$ cat src/rtl/layer_progress_sequencer_l10_pkg.sv
// Shared types and default sizing for the L10..L17 layer progress sequencer.
package layer_seq_pkg;

  localparam int DEF_NUM_STAGES = 7;
  localparam int DEF_CNT_W      = 8;
  localparam int DEF_FILL_ROWS  = 3;
  localparam int DEF_TOTAL_ROWS = 56;

  typedef logic [DEF_CNT_W-1:0] row_cnt_t;

  typedef enum logic [1:0] {
    ST_IDLE  = 2'd0,
    ST_RUN   = 2'd1,
    ST_DRAIN = 2'd2
  } seq_state_e;

endpackage

$ cat src/rtl/layer_progress_sequencer_l10_if.sv
// Pulse/status bundle between the layer datapaths (master) and the sequencer (slave).
// Handshake: every input is a one-cycle valid pulse with no ready; the sequencer
// always samples it on the next rising edge. Pulses that arrive when the target
// counter cannot accept them are dropped and latched into seq_err.
interface layer_progress_sequencer_l10_if
  import layer_seq_pkg::*;
#(
  parameter int NUM_STAGES = DEF_NUM_STAGES,
  parameter int CNT_W      = DEF_CNT_W
);

  logic                                 layer_start;
  logic [NUM_STAGES-1:0]                row_done;
  logic                                 l17_row_done;
  logic [NUM_STAGES-1:0]                flags;
  logic                                 finish_layer;
  logic                                 Reg_cond;
  logic                                 frame_done;
  logic                                 busy;
  logic                                 seq_err;
  // debug visibility
  seq_state_e                           state;
  logic [NUM_STAGES-1:0][CNT_W-1:0]     stage_count;
  logic [CNT_W-1:0]                     l17_count;
  logic                                 l17_fill;

  modport master (
    output layer_start, row_done, l17_row_done,
    input  flags, finish_layer, Reg_cond, frame_done, busy, seq_err,
    input  state, stage_count, l17_count, l17_fill
  );

  modport slave (
    input  layer_start, row_done, l17_row_done,
    output flags, finish_layer, Reg_cond, frame_done, busy, seq_err,
    output state, stage_count, l17_count, l17_fill
  );

endinterface

$ cat src/rtl/layer_progress_sequencer_l10_stage_row_counter.sv
// Saturating per-layer row counter with sticky fill detection.
// fill_reached and full are the values that take effect at the next clock edge,
// so the parent can register them without adding a cycle of latency.
module stage_row_counter
  import layer_seq_pkg::*;
#(
  parameter int CNT_W      = DEF_CNT_W,
  parameter int FILL_ROWS  = DEF_FILL_ROWS,
  parameter int TOTAL_ROWS = DEF_TOTAL_ROWS
) (
  input  logic             clk,
  input  logic             rst,
  input  logic             clear,
  input  logic             enable,
  input  logic             pulse,
  output logic [CNT_W-1:0] count,
  output logic             fill_reached,
  output logic             full,
  output logic             overflow_err
);

  localparam logic [CNT_W-1:0] FILL_C  = CNT_W'(FILL_ROWS);
  localparam logic [CNT_W-1:0] TOTAL_C = CNT_W'(TOTAL_ROWS);

  logic [CNT_W-1:0] count_q, count_d;
  logic             fill_q, fill_d;
  logic             at_max, bump;

  assign at_max = (count_q == TOTAL_C);
  assign bump   = pulse && enable && !at_max;

  // next count and sticky fill; clear wins over any pulse
  always_comb begin
    count_d = count_q;
    fill_d  = fill_q;
    if (clear) begin
      count_d = '0;
      fill_d  = 1'b0;
    end else if (bump) begin
      count_d = count_q + 1'b1;
      fill_d  = fill_q | (count_d == FILL_C);
    end
  end

  // counter state registers
  always_ff @(posedge clk or negedge rst) begin
    if (!rst) begin
      count_q <= '0;
      fill_q  <= 1'b0;
    end else begin
      count_q <= count_d;
      fill_q  <= fill_d;
    end
  end

  assign count        = count_q;
  assign fill_reached = fill_d;
  assign full         = (count_d == TOTAL_C);
  assign overflow_err = pulse && (!enable || at_max);

endmodule

$ cat src/rtl/layer_progress_sequencer_l10.sv
// Layer progress sequencer: counts rows from L10..L16, enables each successor
// once its predecessor has filled its kernel window, and drives L17 until drain.
module layer_progress_sequencer_l10
  import layer_seq_pkg::*;
#(
  parameter int NUM_STAGES = DEF_NUM_STAGES,
  parameter int CNT_W      = DEF_CNT_W,
  parameter int FILL_ROWS  = DEF_FILL_ROWS,
  parameter int TOTAL_ROWS = DEF_TOTAL_ROWS
) (
  input  logic                           clk,
  input  logic                           rst,
  layer_progress_sequencer_l10_if.slave  bus
);

  seq_state_e                       state_q, state_d;
  logic [NUM_STAGES-1:0]            flags_q, stage_en, stage_fill, stage_full, stage_err;
  logic [NUM_STAGES-1:0][CNT_W-1:0] stage_count;
  logic [CNT_W-1:0]                 l17_count;
  logic                             finish_q, reg_cond_q, reg_cond_d, frame_done_q;
  logic                             seq_err_q, seq_err_d;
  logic                             clear_all, l17_fill, l17_full, l17_err;

  assign clear_all = (state_q == ST_IDLE) && bus.layer_start;

  // enable chain: stage 0 runs freely in RUN, each later stage waits on the registered flag before it
  always_comb begin
    stage_en = '0;
    if (state_q == ST_RUN) stage_en = {flags_q[NUM_STAGES-2:0], 1'b1};
  end

  for (genvar i = 0; i < NUM_STAGES; i++) begin : g_stage
    stage_row_counter #(
      .CNT_W(CNT_W), .FILL_ROWS(FILL_ROWS), .TOTAL_ROWS(TOTAL_ROWS)
    ) u_cnt (
      .clk(clk), .rst(rst), .clear(clear_all), .enable(stage_en[i]),
      .pulse(bus.row_done[i]), .count(stage_count[i]),
      .fill_reached(stage_fill[i]), .full(stage_full[i]), .overflow_err(stage_err[i])
    );
  end

  stage_row_counter #(
    .CNT_W(CNT_W), .FILL_ROWS(FILL_ROWS), .TOTAL_ROWS(TOTAL_ROWS)
  ) u_l17_cnt (
    .clk(clk), .rst(rst), .clear(clear_all), .enable(reg_cond_q),
    .pulse(bus.l17_row_done), .count(l17_count),
    .fill_reached(l17_fill), .full(l17_full), .overflow_err(l17_err)
  );

  // frame FSM next state; completion tests use next-edge counter values to keep 1-cycle latency
  always_comb begin
    state_d = state_q;
    case (state_q)
      ST_IDLE:  if (bus.layer_start) state_d = ST_RUN;
      ST_RUN:   if (&stage_full)     state_d = ST_DRAIN;
      ST_DRAIN: if (l17_full)        state_d = ST_IDLE;
      default:                       state_d = ST_IDLE;
    endcase
  end

  // L17 enable and sticky protocol error, both evaluated against next-edge values
  always_comb begin
    reg_cond_d = (state_d != ST_IDLE) && stage_fill[NUM_STAGES-1] && !l17_full;
    seq_err_d  = seq_err_q | (|stage_err) | l17_err |
                 (bus.layer_start && (state_q != ST_IDLE));
  end

  // registered state and outputs
  always_ff @(posedge clk or negedge rst) begin
    if (!rst) begin
      state_q      <= ST_IDLE;
      flags_q      <= '0;
      finish_q     <= 1'b0;
      reg_cond_q   <= 1'b0;
      frame_done_q <= 1'b0;
      seq_err_q    <= 1'b0;
    end else begin
      state_q      <= state_d;
      flags_q      <= stage_fill;
      finish_q     <= (state_d == ST_DRAIN);
      reg_cond_q   <= reg_cond_d;
      frame_done_q <= (state_q == ST_DRAIN) && (state_d == ST_IDLE);
      seq_err_q    <= seq_err_d;
    end
  end

  assign bus.flags        = flags_q;
  assign bus.finish_layer = finish_q;
  assign bus.Reg_cond     = reg_cond_q;
  assign bus.frame_done   = frame_done_q;
  assign bus.busy         = (state_q != ST_IDLE);
  assign bus.seq_err      = seq_err_q;
  assign bus.state        = state_q;
  assign bus.stage_count  = stage_count;
  assign bus.l17_count    = l17_count;
  assign bus.l17_fill     = l17_fill;

endmodule

$ cat src/flat_wrapper.sv
// flat-port wrapper written by rule: the top's interface ports become plain ports
module layer_progress_sequencer_l10_flat import layer_seq_pkg::*;
#(
  parameter int NUM_STAGES = DEF_NUM_STAGES,
  parameter int CNT_W      = DEF_CNT_W,
  parameter int FILL_ROWS  = DEF_FILL_ROWS,
  parameter int TOTAL_ROWS = DEF_TOTAL_ROWS
)
  (clk, rst, bus_layer_start, bus_row_done, bus_l17_row_done, bus_flags, bus_finish_layer, bus_Reg_cond, bus_frame_done, bus_busy, bus_seq_err, bus_state, bus_stage_count, bus_l17_count, bus_l17_fill);
  layer_progress_sequencer_l10_if #(.NUM_STAGES(NUM_STAGES), .CNT_W(CNT_W)) bus_i ();
  input  logic clk;
  input  logic rst;
  input wire logic [$bits(bus_i.layer_start)-1:0] bus_layer_start;
  input wire logic [$bits(bus_i.row_done)-1:0] bus_row_done;
  input wire logic [$bits(bus_i.l17_row_done)-1:0] bus_l17_row_done;
  output wire logic [$bits(bus_i.flags)-1:0] bus_flags;
  output wire logic [$bits(bus_i.finish_layer)-1:0] bus_finish_layer;
  output wire logic [$bits(bus_i.Reg_cond)-1:0] bus_Reg_cond;
  output wire logic [$bits(bus_i.frame_done)-1:0] bus_frame_done;
  output wire logic [$bits(bus_i.busy)-1:0] bus_busy;
  output wire logic [$bits(bus_i.seq_err)-1:0] bus_seq_err;
  output wire logic [$bits(bus_i.state)-1:0] bus_state;
  output wire logic [$bits(bus_i.stage_count)-1:0] bus_stage_count;
  output wire logic [$bits(bus_i.l17_count)-1:0] bus_l17_count;
  output wire logic [$bits(bus_i.l17_fill)-1:0] bus_l17_fill;
  assign bus_i.layer_start = bus_layer_start;
  assign bus_i.row_done = bus_row_done;
  assign bus_i.l17_row_done = bus_l17_row_done;
  assign bus_flags = bus_i.flags;
  assign bus_finish_layer = bus_i.finish_layer;
  assign bus_Reg_cond = bus_i.Reg_cond;
  assign bus_frame_done = bus_i.frame_done;
  assign bus_busy = bus_i.busy;
  assign bus_seq_err = bus_i.seq_err;
  assign bus_state = bus_i.state;
  assign bus_stage_count = bus_i.stage_count;
  assign bus_l17_count = bus_i.l17_count;
  assign bus_l17_fill = bus_i.l17_fill;
  layer_progress_sequencer_l10 #(.NUM_STAGES(NUM_STAGES), .CNT_W(CNT_W), .FILL_ROWS(FILL_ROWS), .TOTAL_ROWS(TOTAL_ROWS)) u_core (.clk(clk), .rst(rst), .bus(bus_i));
endmodule
$ cat config.mk
export PLATFORM = sky130hd
export DESIGN_NAME = layer_progress_sequencer_l10_flat
export DESIGN_NICKNAME = d
export VERILOG_FILES = /design/src/rtl/layer_progress_sequencer_l10_pkg.sv /design/src/rtl/layer_progress_sequencer_l10_if.sv /design/src/rtl/layer_progress_sequencer_l10_stage_row_counter.sv /design/src/rtl/layer_progress_sequencer_l10.sv /design/src/flat_wrapper.sv
export SDC_FILE = /design/constraint.sdc
export NUM_CORES = 1
export LEC_CHECK = 0
export BUFFER_PORTS_ARGS = -buffer_cell sky130_fd_sc_hd__buf_2
export CAP_MARGIN = 0
export CORE_MARGIN = 8
export CORE_UTILIZATION = 55
export CTS_BUF_LIST = sky130_fd_sc_hd__clkbuf_4
export DETAILED_ROUTE_END_ITERATION = 10
export PLACE_DENSITY = 0.86
export SLEW_MARGIN = 5
export SYNTH_ARGS = -nofsm -noshare
export SYNTH_HDL_FRONTEND = slang
export SYNTH_SLANG_ARGS = --single-unit
$ cat constraint.sdc
create_clock -name clk -period 8.2 [get_ports clk]
set_input_delay 0.41 -clock clk [delete_from_list [all_inputs] [get_ports clk]]
set_output_delay 0.41 -clock clk [all_outputs]
set_load 0.005 [all_outputs]
# [Yosys cells after proc, flatten, opt, wreduce, memory -nomap -nowiden]
# Index checks and enable logic that the tools add are counted.
[word_totals] ff_bits=85 out_inout_bits=79
[classes] add_sub_neg=8 eq_ne=27 muxes=37 bitwise=11 reduce_logical=60
[op_table] op="8-bit by 6-bit equality test with 1-bit output (second input constant)" count=16
[op_table] op="8-bit two-way mux" count=16
[op_table] op="8-bit by 1-bit adder with 8-bit output (second input constant)" count=8
[op_table] op="8-bit by 2-bit equality test with 1-bit output (second input constant)" count=8
[op_table] op="1-bit logical AND" count=29
[op_table] op="1-bit logical NOT" count=17
[op_table] op="1-bit two-way mux" count=16
[op_table] op="1-bit OR" count=11
[op_table] op="1-bit logical OR" count=8
[op_table] op="7-bit two-way mux" count=1
[op_table] op="7-bit AND reduction" count=1
[op_table] op="7-bit OR reduction" count=1
[op_table] op="2-bit two-way mux" count=3
[op_table] op="2-bit case mux with 3 select lines" count=1
[op_table] op="2-bit equality test (second input constant)" count=2
[op_table] op="2-bit logical NOT" count=2
[op_table] op="2-bit nonzero test" count=2
[op_table] op="2-bit by 1-bit equality test with 1-bit output (second input constant)" count=1

# [Longest topological paths before layout]
# Gate-level depths: netlist (run 1).
[logic_depth] word_depth=13 mapped_depth=11 mapped_depth_nobuf=10

# [Modules after synthesis]
# A second synthesis (run 1) with hierarchy kept.
[unflattened] hier_cells=777 hier_area_um2=6513.7
[modules_own_cells] mod="stage_row_counter" n_inst=8 cells_each=92 area_each_um2=752.0 seq_area_each_um2=225.2
[modules_own_cells] mod="layer_progress_sequencer_l10" n_inst=1 cells_each=41 area_each_um2=498.0 seq_area_each_um2=325.3

# [Worst setup path before layout (run 1)]
# OpenSTA, ideal clock, no wires.
[synth_path] kind="register -> register" start="register u_core.g_stage[0].u_cnt.count_q[0]" end="register u_core.state_q[0], in the netlist u_core.bus.state[0]" arrival_time_ps=2643 required_ps=8082 slack_ps=5439 path_stages_with_launch=10 n_path_buf=0 synth_period_minus_slack_ps=2761 path_cell_list="dfrtp_1 ha_1 nand2_1 or3_1 xor2_1 or4_1 nor3_1 nand4_1 or4_4 a21o_1"
[synth_between] elab_chain_cells=9
[synth_rtl] item="start, declared" line_no="layer_progress_sequencer_l10_stage_row_counter.sv:25" rtl="logic [CNT_W-1:0] count_q, count_d;"
[synth_rtl] item="start signal, assigned" line_no="layer_progress_sequencer_l10_stage_row_counter.sv:51" rtl="count_q <= count_d;"
[synth_rtl] item="branches (longest 3 deep; another with 8-bit by 1-bit adder with 8-bit output)"
[synth_rtl] item="8-bit two-way mux (*)" line_no="layer_progress_sequencer_l10_stage_row_counter.sv:39" rtl="end else if (bump) begin"
[synth_rtl] item="8-bit two-way mux (*)" line_no="layer_progress_sequencer_l10_stage_row_counter.sv:36" rtl="if (clear) begin"
[synth_rtl] item="8-bit by 6-bit equality test with 1-bit output (*)" line_no="layer_progress_sequencer_l10_stage_row_counter.sv:58" rtl="assign full = (count_d == TOTAL_C);"
[synth_rtl] item="7-bit AND reduction (*)" line_no="layer_progress_sequencer_l10.sv:55" rtl="ST_RUN: if (&stage_full) state_d = ST_DRAIN;"
[synth_rtl] item="2-bit two-way mux (*)" line_no="layer_progress_sequencer_l10.sv:55"
[synth_rtl] item="2-bit case mux with 3 select lines (*)" line_no="layer_progress_sequencer_l10.sv:53" rtl="case (state_q)"
[synth_rtl] item="named net u_core.state_d[0]" line_no="layer_progress_sequencer_l10.sv:16" rtl="seq_state_e state_q, state_d;"
[synth_rtl] item="end signal, assigned" line_no="layer_progress_sequencer_l10.sv:78" rtl="state_q <= state_d;"
[synth_rtl] item="end, declared" line_no="layer_progress_sequencer_l10.sv:16"
# Mark *: on every way through the listed nets, which the timed path passes.

# [Final worst setup path (run 1)]
[layout_path] start="register u_core.state_q[0], in the netlist u_core.bus.state[0]" end="register u_core.state_q[0], in the netlist u_core.bus.state[0]"
[layout_between] elab_chain_cells=10
[layout_rtl] item="2-bit by 1-bit equality test with 1-bit output" line_no="layer_progress_sequencer_l10.sv:29" rtl="if (state_q == ST_RUN) stage_en = {flags_q[NUM_STAGES-2:0], 1'b1};"
[layout_rtl] item="7-bit two-way mux" line_no="layer_progress_sequencer_l10.sv:29"
[layout_rtl] item="1-bit logical AND (2 in a row)" line_no="layer_progress_sequencer_l10_stage_row_counter.sv:30" rtl="assign bump = pulse && enable && !at_max;"
[layout_rtl] item="8-bit two-way mux" line_no="layer_progress_sequencer_l10_stage_row_counter.sv:39"
[layout_rtl] item="8-bit two-way mux (*)" line_no="layer_progress_sequencer_l10_stage_row_counter.sv:36"
[layout_rtl] item="named net u_core.g_stage[4].u_cnt.count_d[0]" line_no="layer_progress_sequencer_l10_stage_row_counter.sv:25"
[layout_rtl] item="8-bit by 6-bit equality test with 1-bit output (*)" line_no="layer_progress_sequencer_l10_stage_row_counter.sv:58"
[layout_rtl] item="7-bit AND reduction (*)" line_no="layer_progress_sequencer_l10.sv:55"
[layout_rtl] item="2-bit two-way mux (*)" line_no="layer_progress_sequencer_l10.sv:55"
[layout_rtl] item="2-bit case mux with 3 select lines (*)" line_no="layer_progress_sequencer_l10.sv:53"
[layout_rtl] item="named net u_core.state_d[0]" line_no="layer_progress_sequencer_l10.sv:16"
# Mark *: on every way through the listed nets, which the timed path passes. The rest lies on a longest branch.

==> results of run 1 <==
registers in the layout, summed over array words and instances, names as in the netlist:
register	count
u_core.bus.seq_err	1
u_core.bus.flags	7
u_core.bus.finish_layer	1
u_core.bus.frame_done	1
u_core.g_stage.u_cnt.count	56
u_core.bus.Reg_cond	1
u_core.u_l17_cnt.fill_q	1
u_core.u_l17_cnt.count	8
u_core.bus.state	2
metrics by stage:
step / setup WS, ns / hold slack [ns]
5_1_grt: 4.58 / 0.215
4_1_cts: 4.85 / 0.164
3_5_place_dp: 4.86 / 0.546
2_1_floorplan: 5.44 / 0.114
3_3_place_gp: 4.98 / 0.518
6_report: 4.79 / 0.136
area by class of cell:
| cell class | count | area share (%) |
|---|---|---|
| Clock buffer | 10 | 1.29 |
| Clock inverter | 6 | 1.31 |
| Inverter | 27 | 1.74 |
| Multi-Input combinational cell | 475 | 51.5 |
| Sequential cell | 78 | 33.6 |
| Tap cell | 129 | 2.78 |
| Timing Repair Buffer | 90 | 7.84 |
worst max-delay path: stages (launching register included):
cell and delay (ns):
dfrtp_1 0.59, nor2_1 0.24, and2_2 0.47, buf_4 0.51, nor2_1 0.12, a2111oi_0 0.48
nand4_1 0.16, or4_4 0.53, a21o_1 0.19
layer usage:
layer	up-vias	GRT usage, %	share of wire (%)
met3	43	6.18	8.9
met5	-	0	0
met1	2365	28.4	41
met2	233	34.4	46
met4	0	10.7	3.7
li1	2284	-	-
cells in the final DEF (no fill, tap or decap), types with 3 or more instances in the layout:
| master | instances |
|---|---|
| nor2b_1 | 3 |
| buf_2 | 88 |
| mux2i_1 | 7 |
| a211oi_1 | 4 |
| a31oi_1 | 12 |
| or3_1 | 4 |
| nor4b_1 | 3 |
| o211ai_1 | 4 |
| clkinv_1 | 4 |
| nand3_1 | 40 |
| a41oi_1 | 3 |
| dfrtp_1 | 78 |
| nand4_1 | 10 |
| nor4_1 | 11 |
| or4_1 | 3 |
| ha_1 | 24 |
| and2_1 | 5 |
| o21ai_1 | 3 |
| inv_1 | 26 |
| a21oi_1 | 23 |
| o31ai_1 | 4 |
| nor2_1 | 101 |
| nand2_1 | 53 |
| nor4bb_1 | 3 |
| o21ai_0 | 15 |
| nor3_1 | 24 |
| xor2_1 | 23 |
| nand4b_1 | 6 |
| nand3b_1 | 3 |
| and3_1 | 14 |
| xnor2_1 | 35 |
| clkbuf_4 | 10 |
| o41ai_1 | 3 |
worst paths after layout:
path	end	depth (start not counted)	from
setup / recovery	u_core.bus.state[0]$_DFF_PN0_	8	u_core.bus.state[0]$_DFF_PN0_
hold / removal	u_core.g_stage[6].u_cnt.count[3]$_DFF_PN0_	1	rst
setup reg to reg	u_core.bus.state[0]$_DFF_PN0_	8	u_core.bus.state[0]$_DFF_PN0_
hold reg to reg	u_core.u_l17_cnt.fill_q$_DFF_PN0_	2	u_core.u_l17_cnt.fill_q$_DFF_PN0_
max in group asynchronous	u_core.g_stage[1].u_cnt.count[2]$_DFF_PN0_	1	rst
min in group clk	u_core.bus.seq_err$_DFF_PN0_	3	bus_row_done[6]
cell families (layout without fill, tap and decap cells):
| logic type | after synthesis | count (layout) |
|---|---|---|
| AOI/OAI and AO/OA | 87 | 87 |
| and+or+nand+nor | 298 | 298 |
| DFF | 78 | 78 |
| xor gates and xnor gates | 59 | 59 |
| buffers and inverters | 63 | 133 |
| adders and majority gates | 24 | 24 |
| muxes | 7 | 7 |
power by group through the flow:
stage	Combinational, mW	Clock [mW]	Sequential, mW
floorplan	0.212	0	0.476
global placement	0.276	0	0.495
detailed placement	0.285	0	0.498
CTS	0.287	0.262	0.490
global route	0.322	0.277	0.499
finish	0.286	0.261	0.492
==> impl_metrics.toml, run 1 <==
[outcome]
outcome = "completed"

[pwr]
combPwrFrac_pct = 27.5
power_frac_clock_pct = 25.1
seq_power_share_pct = 47.3
p_total_mw = 1.04
intPower_uw = 670
sw_frac_of_total_pct = 35.5
leakage_nw = 2.75
p_per_area_nw_per_um2 = 179
ir_drop_uv = 80.3
switchingPower_uw = 369

[worst_setup_path]
worstPathRequired_ns = 8.54
arrival_ns = 3.75
worstSetupStartpointType = "flop"
cp_max_fo = 46
critPathKind = "reg -> reg"
r2r_slack_ns = 4.79
cp-end-kind = "flop"

[global_routing]
grt.total_usage_pct = 22.3
grt_start_max_net_pins = 79
gr-total-overflow = 0
grt_pass1_wl_um = 23300
antenna_found_initial = 0
grt_pass1_vias = 4643

[clock_network]
cts_buffers = 9
clkTransAtPathRegs_ns = 0.12
cts_tree = "done"
clockRootBuffer = "clkbuf_4"
clock_sinks = 78
cts_setup_buffers = 0
clockBufferDepth = 2
hold_buffers = 0
clk_latency_ns = 0.43
cts-resized-gates = 0
h-tree-depth = 3

[sta]
slew_headroom_pct = 34.1
max_freq_mhz = 293
tns_ns = 0
rsz0062_at_grt = "false"
fin_crit_sh_pct = 41.6
final-setup-viol-count = 0
tightest_slew_ns = 0.988
skew_ns = 0.0129
hold_viol_final = 0
layout_min_cycle_time_ns = 3.41
finalMaxSlewViolations = 0

[synth]
synth_cell_type_count = 62
ys_ff_latch = 78
synth_mux_area_share_pct = 1.34
netlist_top_cells_area = "dfrtp_1, nor2_1, xnor2_1"
yosysMostFrequentCell = "nor2_1"
syn_nets = 651
ys_seq_area_share_pct = 37.2
synth_top_family_by_area = "simple AND/OR/NAND/NOR gates"
synth.top_cell.area_share_pct = 37.2
synth-xor-area-share_pct = 10.0
synth_edf_count = 0
ys_async_sr_fraction_pct = 100
yosysWarnings = 0
synth_cells = 616
synth_compound_area_share_pct = 11.0
avgSynthCellArea_um2 = 8.51
yosys.area_share.simple_pct = 29.0
synth_area_leader_cell = "dfrtp_1"
netlist_area_um2 = 5240
synth_common_cells = "nor2_1, dfrtp_1, nand2_1"
synthAdderAreaFrac_pct = 5.73
ys.flop_type = "dfrtp_1"

[cells_and_area]
antenna_cells = 0
fin_cells = 815
area_growth_pct = 10.9
layout.nets = 716
layout-drive-gt1-share_pct = 16.8
fin_util_pct = 62.9
seq_area_um2 = 1950
final_cell_area_um2 = 5810
multi_input_area_um2 = 2990
fillers = 781

[placement]
place_hpwl_um = 10800
numPortBuffers = 89
dp.cells = 799
routabilityCongestion = 0.912
placed_area_um2 = 5660

[die]
die_w_um = 114
die_h_um = 114
initial_utilization_pct = 56.7
dieArea_um2 = 12900
core_area_um2 = 9240
num_io_pins = 90
rows = 35

[drt]
postRouteWirelength_um = 14400
drt-initial-drc-count = 427
vias = 4925
ant_nets = 0
routed_via_density = 6.04
drc_errors = 0
first_pass_iters = 6
wl_per_cell_um = 17.7

[min_path]
worstHoldPathType = "in -> async"

[flow_run]
max_cap_viol_count = 0
Note: power is estimated with default switching activity, not from simulation.
==> inputs of run 2 (changes only) <==
--- a/config.mk
+++ b/config.mk
@@ -5,13 +5,14 @@
 export SDC_FILE = /design/constraint.sdc
 export NUM_CORES = 1
 export LEC_CHECK = 0
+export ABC_AREA = 1
 export BUFFER_PORTS_ARGS = -buffer_cell sky130_fd_sc_hd__buf_2
 export CAP_MARGIN = 0
 export CORE_MARGIN = 8
-export CORE_UTILIZATION = 55
+export CORE_UTILIZATION = 54
 export CTS_BUF_LIST = sky130_fd_sc_hd__clkbuf_4
 export DETAILED_ROUTE_END_ITERATION = 10
-export PLACE_DENSITY = 0.86
+export PLACE_DENSITY = 0.88
 export SLEW_MARGIN = 5
 export SYNTH_ARGS = -nofsm -noshare
 export SYNTH_HDL_FRONTEND = slang
==> constraint.sdc (replaced) <==
create_clock -name clk -period 2.8 [get_ports clk]
set_input_delay 0.14 -clock clk [delete_from_list [all_inputs] [get_ports clk]]
set_output_delay 0.14 -clock clk [all_outputs]
set_load 0.005 [all_outputs]
==> run 2 against run 1 <==
  * Area after synthesis increased by 8.2%
  * Register-to-register slack lost 4.6 ns
  * Sequential power rose to 4.4 times the previous value
  * Wire length is 4.5% higher
  * Non-clock buffer count increased by 3
  * Synthesized cell count increased by 41%
  * Count of clock-buffer cells in the layout decreased by 1
  * Critical path type unchanged
  * Via count up 15%
  * Utilization fell by 0.67 points
  * Fmax rose by 33%
==> impl_metrics.toml, run 2 <==
[outcome]
outcome = "completed"

[cells_and_area]
layout.nets = 988
area_growth_pct = 12.8
mostFrequentLayoutCells = "nand2_1, inv_1, nor2_1, nand3_1, buf_2"
largest_reg_flops = 56
fillers = 924
fin_cells = 1094
final_common_cell = "nand2_1"
layout-drive-gt1-share_pct = 15.5

[sta]
hold_viol_final = 0
skew_ns = 0.0233
rsz0062_at_grt = "false"
tightest_slew_ns = 0.997
max_freq_mhz = 389
layout_min_cycle_time_ns = 2.57
fin_crit_sh_pct = 91.8
slew_headroom_pct = 33.5
tns_ns = 0
finalMaxSlewViolations = 0
final-setup-viol-count = 0

[drt]
postRouteWirelength_um = 15100
vias = 5682
ant_nets = 0
first_pass_iters = 7
drc_errors = 0
drt-initial-drc-count = 433
wl_per_cell_um = 13.8
routed_via_density = 5.19

[worst_setup_path]
critPathKind = "reg -> reg"
arrival_ns = 2.91
cp_max_fo = 10
cp-end-kind = "flop"
worstSetupStartpointType = "flop"
path_cells = "inv_2, nor2_4, nand3_2, nor2_4, nand2_1, nand3_1, nand2_1, nor3_1, nand2_1, nor2_1, nand2_1, nand2_1, nand2_2, nor2_1, nor2_2"
worst-path-buf-inv = 1
critical-path-top-delay-family = "simple AND/OR/NAND/NOR gates"
worstPathRequired_ns = 3.14
cpMaxStageDelayCell = "dfrtp_1"
r2r_slack_ns = 0.23
crit_top_cell = "nand2_1"
cp_slowest_stage_delay_ns = 0.59

[placement]
numPortBuffers = 89
dp.cells = 1076
routabilityCongestion = 0.920
place_hpwl_um = 11600

[pwr]
combPwrFrac_pct = 48.1
power_frac_clock_pct = 13.8
ir_drop_uv = 495
sw_frac_of_total_pct = 48.0
intPower_mw = 2.93
leakage_nw = 3.75
switchingPower_mw = 2.70
seq_power_share_pct = 38.1
p_total_mw = 5.63
p_per_area_nw_per_um2 = 881

[synth]
netlist_area_um2 = 5670
avgSynthCellArea_um2 = 6.55
ys.flop_type = "dfrtp_1"
yosysMostFrequentCell = "nand2_1"
synth_edf_count = 0
ys_seq_area_share_pct = 34.4
synth.top_cell.area_share_pct = 34.4
netlist_top_cells_area = "dfrtp_1, nand2_1, inv_1"
yosysWarnings = 0
synth_cell_type_count = 33
ys_ff_latch = 78
ys_async_sr_fraction_pct = 100
synth_common_cells = "nand2_1, inv_1, nor2_1"
syn_nets = 901
synth_area_leader_cell = "dfrtp_1"
synth_cells = 866

[flow_run]
max_cap_viol_count = 0

[die]
num_io_pins = 90
initial_utilization_pct = 55.2
die_h_um = 118
core_area_um2 = 10300
rows = 37
die_w_um = 118
dieArea_um2 = 14000

[global_routing]
grt_pass1_wl_um = 25500
grt_pass1_vias = 5483
gr-total-overflow = 0
antenna_found_initial = 2
grt_start_max_net_pins = 79
grt.total_usage_pct = 21.7

[min_path]
worstHoldPathType = "in -> reg"

[clock_network]
clockRootBuffer = "clkbuf_4"
cts_tree = "done"
h-tree-depth = 3
cts_buffers = 9
clock_sinks = 78
clkTransAtPathRegs_ns = 0.13
clockBufferDepth = 2
clk_latency_ns = 0.44
[run 2: changes by cell type after synthesis, sizes merged, moves of 12 or more]
cell   change
nand3     +64
nand2    +217
and3      -13
a31oi     -12
xnor2     -29
a21oi     -12
inv      +115
nor3      -16
nor2      +46
[run 2: cell families after synthesis]
group | share of synthesized area (%)
simple gates | 42.6
compound gates | 3.13
xor+xnor | 3.09
flops | 34.4
buf+inv | 11.5
fa+ha+maj | 5.29
[run 2: final timing paths]
check / from / endpoint / cells after the start
max in group asynchronous: rst / u_core.g_stage[2].u_cnt.count[4]$_DFF_PN0_ / 2
worst max register to register: u_core.bus.state[0]$_DFF_PN0_ / u_core.bus.Reg_cond$_DFF_PN0_ / 15
worst min-delay path: bus_l17_row_done / u_core.bus.seq_err$_DFF_PN0_ / 3
min in group asynchronous: rst / u_core.g_stage[5].u_cnt.count[1]$_DFF_PN0_ / 2
worst max-delay path: u_core.bus.state[0]$_DFF_PN0_ / u_core.bus.Reg_cond$_DFF_PN0_ / 15
worst min register to register: u_core.bus.flags[6]$_DFF_PN0_ / u_core.bus.flags[6]$_DFF_PN0_ / 1
[run 2: per-stage QoR]
stage / hold WS (ns) / utilization, % / setup WS, ns / area, um^2
after global placement: 0.365 / 60.4 / 0.414 / 6210
after floorplan: -0.156 / - / 0.742 / 5670
after CTS: 0.0274 / 62.2 / 0.273 / 6390
after detailed placement: 0.376 / 60.4 / 0.341 / 6210
final: 0.0509 / 62.2 / 0.231 / 6390
after global routing: 0.0444 / 62.2 / 0.0164 / 6390
[run 2: worst register-to-register path, cell delays in order (launching register included)]
cell and delay (ns):
dfrtp_1 0.59, inv_2 0.08, nor2_4 0.25, nand3_2 0.14
nor2_4 0.21, nand2_1 0.07, nand3_1 0.09, nand2_1 0.08
nor3_1 0.27, nand2_1 0.10, nor2_1 0.16, nand2_1 0.09
nand2_1 0.08, nand2_2 0.07, nor2_1 0.14, nor2_2 0.05
[run 2: power groups by stage]
stage | Sequential (mW) | Combinational (mW) | Clock (mW)
finish | 2.15 | 2.71 | 0.775
global route | 2.23 | 3.12 | 0.819
CTS | 2.13 | 2.71 | 0.779
detailed placement | 2.15 | 2.68 | 0
global placement | 2.14 | 2.63 | 0
floorplan | 2.06 | 1.77 | 0
[run 2: layout make-up]
cell class	count	area, um^2	area share [%]
inverter	142	533	8.33
antenna	1	2.50	0.0391
tap	136	170	2.66
multi-input combinational	629	3070	48.1
sequential	78	1950	30.5
clock inverter	6	87.6	1.37
clock buffer	9	67.6	1.06
timing repair buffer	93	508	7.94
[run 2: routing by layer]
| metal | global-route usage [%] | part of all wire, % | vias up |
|---|---|---|---|
| met3 | 4.57 | 7.5 | 53 |
| met2 | 35.1 | 46 | 228 |
| met5 | 0 | 0.053 | - |
| li1 | - | - | 2833 |
| met1 | 26.8 | 42 | 2566 |
| met4 | 11.4 | 4.1 | 2 |
[run 2: what timing repair did]
item / in CTS / in global routing
endpoints found under the hold margin: 79 / 0
endpoints found under the setup margin: 0 / 1
hold buffers: 2 / 0
buffers inserted: 0 / 0
gates resized for setup: 0 / 1
